**src/rtl/regfile_wr_arbiter_pkg.sv**
```systemverilog
// Shared core constants for the register-file write arbiter: parameter
// defaults, the zero-register address and the saturating counter ceiling.
package regfile_wr_arbiter_pkg;

  localparam int unsigned NREQ_DEF      = 3;
  localparam int unsigned DW_DEF        = 8;
  localparam int unsigned AW_DEF        = 3;
  localparam int unsigned ZERO_REG_ADDR = 0;
  localparam logic [7:0]  CNT_MAX       = 8'hFF;

  // Pointer width; a single requester still needs a 1-bit pointer.
  function automatic int unsigned ptr_w(input int unsigned n);
    return (n > 1) ? $clog2(n) : 1;
  endfunction

endpackage

```
**src/rtl/regfile_wr_arbiter_rr_picker.sv**
```systemverilog
// Combinational one-hot picker: grants the first valid bit at or after
// ptr_i, wrapping from N-1 to 0. With ptr_i tied to 0 it is fixed priority.
module rr_picker #(
  parameter int unsigned N  = 3,
  parameter int unsigned PW = 2
) (
  input  logic [N-1:0]  valid_i,
  input  logic [PW-1:0] ptr_i,
  output logic [N-1:0]  grant_o
);

  logic found;
  int   idx;

  always_comb begin
    grant_o = '0;
    found   = 1'b0;
    idx     = 0;
    for (int i = 0; i < int'(N); i++) begin
      idx = (int'(ptr_i) + i) % int'(N);
      if (!found && valid_i[idx]) begin
        grant_o[idx] = 1'b1;
        found        = 1'b1;
      end
    end
  end

endmodule

```
**src/rtl/regfile_wr_arbiter.sv**
```systemverilog
// Arbitrates NREQ register-file write requesters onto one registered write port.
// Define RF_ARB_ROUND_ROBIN_EN for round-robin; otherwise lowest index wins.
module regfile_wr_arbiter
  import regfile_wr_arbiter_pkg::*;
#(
  parameter int unsigned NREQ = NREQ_DEF,
  parameter int unsigned DW   = DW_DEF,
  parameter int unsigned AW   = AW_DEF
) (
  input  logic             clkg,
  input  logic             rst,
  input  logic             hold_i,
  input  logic [NREQ-1:0]    req_valid_i,
  input  logic [NREQ*AW-1:0] req_rd_i,
  input  logic [NREQ*DW-1:0] req_dat_i,
  output logic [NREQ-1:0]    req_ready_o,
  output logic             we_o,
  output logic [AW-1:0]    rd_o,
  output logic [DW-1:0]    dat_o,
  output logic [7:0]       conflict_cnt_o
);

  localparam int unsigned PW = ptr_w(NREQ);

  logic [PW-1:0]   ptr;
  logic [NREQ-1:0] pick, grant;
  logic            accept;
  logic [AW-1:0]   win_rd;
  logic [DW-1:0]   win_dat;
  logic            we_q, we_d;
  logic [AW-1:0]   rd_q, rd_d;
  logic [DW-1:0]   dat_q, dat_d;
  logic [7:0]      cnt_q, cnt_d;

`ifdef RF_ARB_ROUND_ROBIN_EN
  logic [PW-1:0] ptr_q, ptr_d, win_idx;
  assign ptr = ptr_q;

  always_comb begin
    win_idx = '0;
    for (int k = 0; k < int'(NREQ); k++)
      if (grant[k]) win_idx = PW'(k);
    ptr_d = ptr_q;
    if (accept)
      ptr_d = (win_idx == PW'(NREQ - 1)) ? '0 : win_idx + 1'b1;
  end
`else
  assign ptr = '0;
`endif

  rr_picker #(.N(NREQ), .PW(PW)) u_rr_picker (
    .valid_i (req_valid_i),
    .ptr_i   (ptr),
    .grant_o (pick)
  );

  // Handshake: a transfer from k happens at a clkg edge where req_valid_i[k]
  // and req_ready_o[k] are both high; ready is combinational and never
  // asserted under hold or reset, so requesters must hold their request.
  assign grant       = (rst || hold_i) ? '0 : pick;
  assign req_ready_o = grant;
  assign accept      = |grant;

  always_comb begin
    win_rd  = '0;
    win_dat = '0;
    for (int k = 0; k < int'(NREQ); k++) begin
      if (grant[k]) begin
        win_rd  = req_rd_i[k*AW +: AW];
        win_dat = req_dat_i[k*DW +: DW];
      end
    end
    // Writes to the zero register are accepted but never issued.
    we_d  = accept && (win_rd != AW'(ZERO_REG_ADDR));
    rd_d  = we_d ? win_rd  : rd_q;
    dat_d = we_d ? win_dat : dat_q;
    cnt_d = cnt_q;
    if (!hold_i && ($countones(req_valid_i) > 1) && (cnt_q != CNT_MAX))
      cnt_d = cnt_q + 8'd1;
  end

  always_ff @(posedge clkg or posedge rst) begin
    if (rst) begin
      we_q  <= 1'b0;
      rd_q  <= '0;
      dat_q <= '0;
      cnt_q <= '0;
`ifdef RF_ARB_ROUND_ROBIN_EN
      ptr_q <= '0;
`endif
    end else begin
      we_q  <= we_d;
      rd_q  <= rd_d;
      dat_q <= dat_d;
      cnt_q <= cnt_d;
`ifdef RF_ARB_ROUND_ROBIN_EN
      ptr_q <= ptr_d;
`endif
    end
  end

  assign we_o           = we_q;
  assign rd_o           = rd_q;
  assign dat_o          = dat_q;
  assign conflict_cnt_o = cnt_q;

endmodule

```
**config.mk**
```make
export PLATFORM = sky130hd
export DESIGN_NAME = regfile_wr_arbiter
export DESIGN_NICKNAME = d
export VERILOG_FILES = /design/src/rtl/regfile_wr_arbiter_pkg.sv /design/src/rtl/regfile_wr_arbiter_rr_picker.sv /design/src/rtl/regfile_wr_arbiter.sv
export SDC_FILE = /design/constraint.sdc
export NUM_CORES = 1
export LEC_CHECK = 0
export BUFFER_PORTS_ARGS = -buffer_cell sky130_fd_sc_hd__buf_4
export CORE_MARGIN = 2
export CORE_UTILIZATION = 40
export DETAILED_ROUTE_END_ITERATION = 8
export GPL_TIMING_DRIVEN = 0
export PLACE_DENSITY = 0.72
export SLEW_MARGIN = 20
export SYNTH_ARGS = -nofsm -noshare
export SYNTH_HDL_FRONTEND = slang
export SYNTH_SLANG_ARGS = --single-unit
```
**constraint.sdc**
```tcl
create_clock -name clkg -period 1.9 [get_ports clkg]
set_input_delay 0.19 -clock clkg [delete_from_list [all_inputs] [get_ports clkg]]
set_output_delay 0.19 -clock clkg [all_outputs]
set_load 0.02 [all_outputs]
```
==> results_tabular.tex <==
\begin{tabular}{lr}
\hline
Metric & Value \\
\hline
\multicolumn{2}{l}{\textbf{Power and ir drop}} \\
\quad Net switching power & 0.538 mW \\
\quad Comb pwr share & 41.4\% \\
\quad Power Total & 1.49 mW \\
\quad IR drop worst, VDD & 0.838 mV \\
\quad Sequential power share & 42.0\% \\
\quad Power density over the cells & 894 nW/µm² \\
\quad P\_int & 0.956 mW \\
\quad Standby leakage power & 0.822 nW \\
\quad Relative contribution of the clock network to total power & 16.6\% \\
\quad Switch share & 36.0\% \\
\multicolumn{2}{l}{\textbf{Clocking}} \\
\quad Total CTS buffers & 3 \\
\quad Max H-tree Level & 1 \\
\quad Clock latency at the later pin of the worst-skew pair & 0.30 ns \\
\quad Clock Sinks & 20 \\
\quad TritonCTS clock tree & yes \\
\quad Root buffer cell & clkbuf\_4 \\
\quad Worst-case clock buffer depth & 2 \\
\quad Hold buffer count at cts & 0 \\
\quad Reg clk slew, reported paths & 0.12 ns \\
\multicolumn{2}{l}{\textbf{Drt}} \\
\quad Routed wire length & 2870 µm \\
\quad DRC violations left & 0 \\
\quad Initial DRC Count & 64 \\
\quad Avg Vias per Cell & 5.43 \\
\quad Mean routed wirelength per cell & 14.2 µm \\
\quad Via Count & 1097 \\
\quad Antenna viol nets, final & 0 \\
\quad First-pass DRT Iterations & 4 \\
\multicolumn{2}{l}{\textbf{Floorplan}} \\
\quad Starting utilization of the core area & 41.4\% \\
\quad Number of I/O pins & 62 \\
\quad Cell row count & 19 \\
\quad Height of the die & 56.7 µm \\
\quad Std-Cell Core Area & 2690 µm² \\
\quad Die area & 3220 µm² \\
\quad Die outline width & 56.7 µm \\
\multicolumn{2}{l}{\textbf{Worst setup path}} \\
\quad Launch point of the critical path & conflict\_cnt\_o[0]\$\_DFFE\_PP0P\_ \\
\quad Worst r2r dst & conflict\_cnt\_o[1]\$\_DFFE\_PP0P\_ \\
\quad CP startpoint kind & register \\
\quad Crit path arrival time & 1.93 ns \\
\quad Number of cell instances on the worst register-to-register path & 5 \\
\quad Critical path class & register to register \\
\quad Capturing instance or port of the critical path & conflict\_cnt\_o[1]\$\_DFFE\_PP0P\_ \\
\quad Minimum setup slack among reg-to-reg paths & 0.16 ns \\
\quad Maximum fanout encountered on the critical timing path & 8 \\
\quad Worst endpoint required time & 2.09 ns \\
\quad Startpoint of the lowest-slack register-to-register path & conflict\_cnt\_o[0]\$\_DFFE\_PP0P\_ \\
\quad Kind of end point of the critical path & register \\
\multicolumn{2}{l}{\textbf{Yosys}} \\
\quad Part of the Yosys area used for sequential elements & 45.0\% \\
\quad Avg Inst Size Synth & 10.7 µm² \\
\quad Number of synthesized flops with an enable pin & 0 \\
\quad Proportion of netlist area held by the largest area contributor & 45.0\% \\
\quad Area leader, netlist & dfrtp\_1 \\
\quad Number of library cell types mapped by synthesis & 31 \\
\quad Post-synthesis register bit count & 20 \\
\quad Dominant cells by area after synthesis & dfrtp\_1 (45\%), mux2i\_1 (8.1\%), a222oi\_1 (7.2\%) \\
\quad Post-synth top flop & dfrtp\_1 \\
\quad Asr flop ratio synth & 100\% \\
\quad Syn\_nets & 145 \\
\quad Post-Synthesis Cell Area & 1110 µm² \\
\quad Synth Instances & 104 \\
\quad Total of warnings raised by yosys & 0 \\
\multicolumn{2}{l}{\textbf{Timing}} \\
\quad Final critical path time including I/O delays and setup & 1.74 ns \\
\quad Fmax & 0.576 GHz \\
\quad Tightest slew margin relative to the limit & 50.8\% \\
\quad Final worst-path setup slack & 0.163 ns \\
\quad Least-Margin Pin Slew & 0.737 ns \\
\quad Setup Viol. Count Final & 0 \\
\quad Setup repair after global routing missed its margin & false \\
\quad Hold Fails Final Rpt & 0 \\
\quad Count of pins over their slew limit & 0 \\
\quad Share of the cycle needed by the critical path after routing & 91.4\% \\
\quad Clock tree skew after final layout & 0.00819 ns \\
\multicolumn{2}{l}{\textbf{Final layout}} \\
\quad Area growth from synthesis to layout & 50.3\% \\
\quad Most used cells in the layout excluding fill and tap cells & buf\_4 (63), dfrtp\_1 (20), inv\_1 (11) \\
\quad Commonest non-fill, non-tap cell in the layout & buf\_4 \\
\quad Nets & 213 \\
\quad Post-route cell area & 1670 µm² \\
\quad Share of final-layout standard cells stronger than drive strength 1 & 46.2\% \\
\quad Fill cell count & 244 \\
\quad Ant diodes & 0 \\
\multicolumn{2}{l}{\textbf{Global routing}} \\
\quad Pin count of the biggest net entering global routing & 21 \\
\quad Antenna violations before repair & 0 \\
\quad Wire length of the first global-routing pass & 4640 µm \\
\quad GRT overflow & 0 \\
\quad Global routing usage summed across all routing layers & 18.4\% \\
\quad Vias in the first global route & 1063 \\
\multicolumn{2}{l}{\textbf{Placement}} \\
\quad Worst slack, placed & -0.0400 ns \\
\quad Quantity of I/O buffers inserted on ports & 61 \\
\quad Final Wtd Congestion & 0.828 \\
\quad Area after detailed placement & 1610 µm² \\
\quad Post-DP HPWL & 2250 µm \\
\multicolumn{2}{l}{\textbf{Run}} \\
\quad Number of max-capacitance violations reported & 0 \\
\multicolumn{2}{l}{\textbf{Outcome}} \\
\quad Result of the run & complete, no violations \\
\multicolumn{2}{l}{\textbf{Worst hold path}} \\
\quad Worst hold-check path type & input port to async pin \\
\hline
\end{tabular}
## worst min path at each step
stage	endpoint	startpoint	slack (ns)
final	conflict_cnt_o[4]$_DFFE_PP0P_	rst	0.01
after global routing	conflict_cnt_o[4]$_DFFE_PP0P_	rst	0.07
after CTS	conflict_cnt_o[4]$_DFFE_PP0P_	rst	0.05
after detailed placement	rd_o[0]$_DFFE_PP0P_	rst	0.39
after global placement	conflict_cnt_o[6]$_DFFE_PP0P_	rst	0.39
after floorplan	conflict_cnt_o[0]$_DFFE_PP0P_	rst	0.15
## layer usage
layer	track usage, %	part of all wire, %
met5	0	0
met4	5.98	1.1
met3	3.00	8.6
met2	35.0	52
met1	20.5	38
## state kept, by name (all words and copies together), names as in the netlist
name,cells
dat_o,8
rd_o,3
conflict_cnt_o,8
we_o,1
## stage by stage
step,setup TNS (ns),instances,utilization [%],hold WS [ns]
floorplan,0,104,-,0.154
global placement,-0.0127,196,59.9,0.385
detailed placement,-0.0410,196,59.9,0.391
CTS,0,200,61.7,0.0487
global route,0,202,62.2,0.0735
finish,0,202,62.2,0.0131
## logic make-up (layout without fill, tap and decap cells)
group / count (synthesis) / after routing / synth area share (%)
AO/OA/AOI/OAI: 26 / 26 / 18.6
AND/OR/NAND/NOR: 22 / 22 / 11.6
adder cells (fa/ha/maj): 2 / 2 / 2.25
multiplexers: 11 / 11 / 10.1
flip-flops: 20 / 20 / 45.0
XOR/XNOR: 7 / 7 / 5.51
buffers and inverters: 16 / 83 / 6.97
## what timing repair did
item | in CTS | in global routing
buffers inserted | 0 | 2
resized for setup | 1 | 0
setup endpoints to repair | 3 | 3
pin swaps | 0 | 1
## synthesized netlist by cell type (2+ instances only)
library cell and count:
and2_1 3, nor2_1 2, and3_1 2, a211o_1 2
buf_6 2, mux2i_1 9, mux2_2 2, a21oi_1 5
o21ai_0 6, xnor2_1 6, dfrtp_1 20, inv_1 11
buf_2 2, nand2_1 4, ha_1 2, a222oi_1 8
nand3_1 3, nand3b_1 2
## critical path: stages (launching register included)
cell and delay [ns]:
dfrtp_1 0.43, ha_1 0.22, and2_1 0.21, a311oi_4 0.25, buf_4 0.19, mux2_2 0.33
## area by class of cell
type	instances	area [µm²]	share of cell area (%)
Buffer	5	36.3	2.17
Clock buffer	4	36.3	2.17
Inverter	11	41.3	2.47
Multi-Input combinational cell	68	546	32.6
Sequential cell	20	500	29.9
Tap cell	31	38.8	2.32
Timing Repair Buffer	63	473	28.3
## power by group through the flow
stage / Combinational (mW) / Clock (mW) / Sequential, mW
global placement: 0.601 / 0 / 0.630
CTS: 0.623 / 0.258 / 0.629
detailed placement: 0.617 / 0 / 0.636
floorplan: 0.198 / 0 / 0.756
finish: 0.618 / 0.248 / 0.628
global route: 0.670 / 0.267 / 0.650
Note: power is estimated with default switching activity, not from simulation.
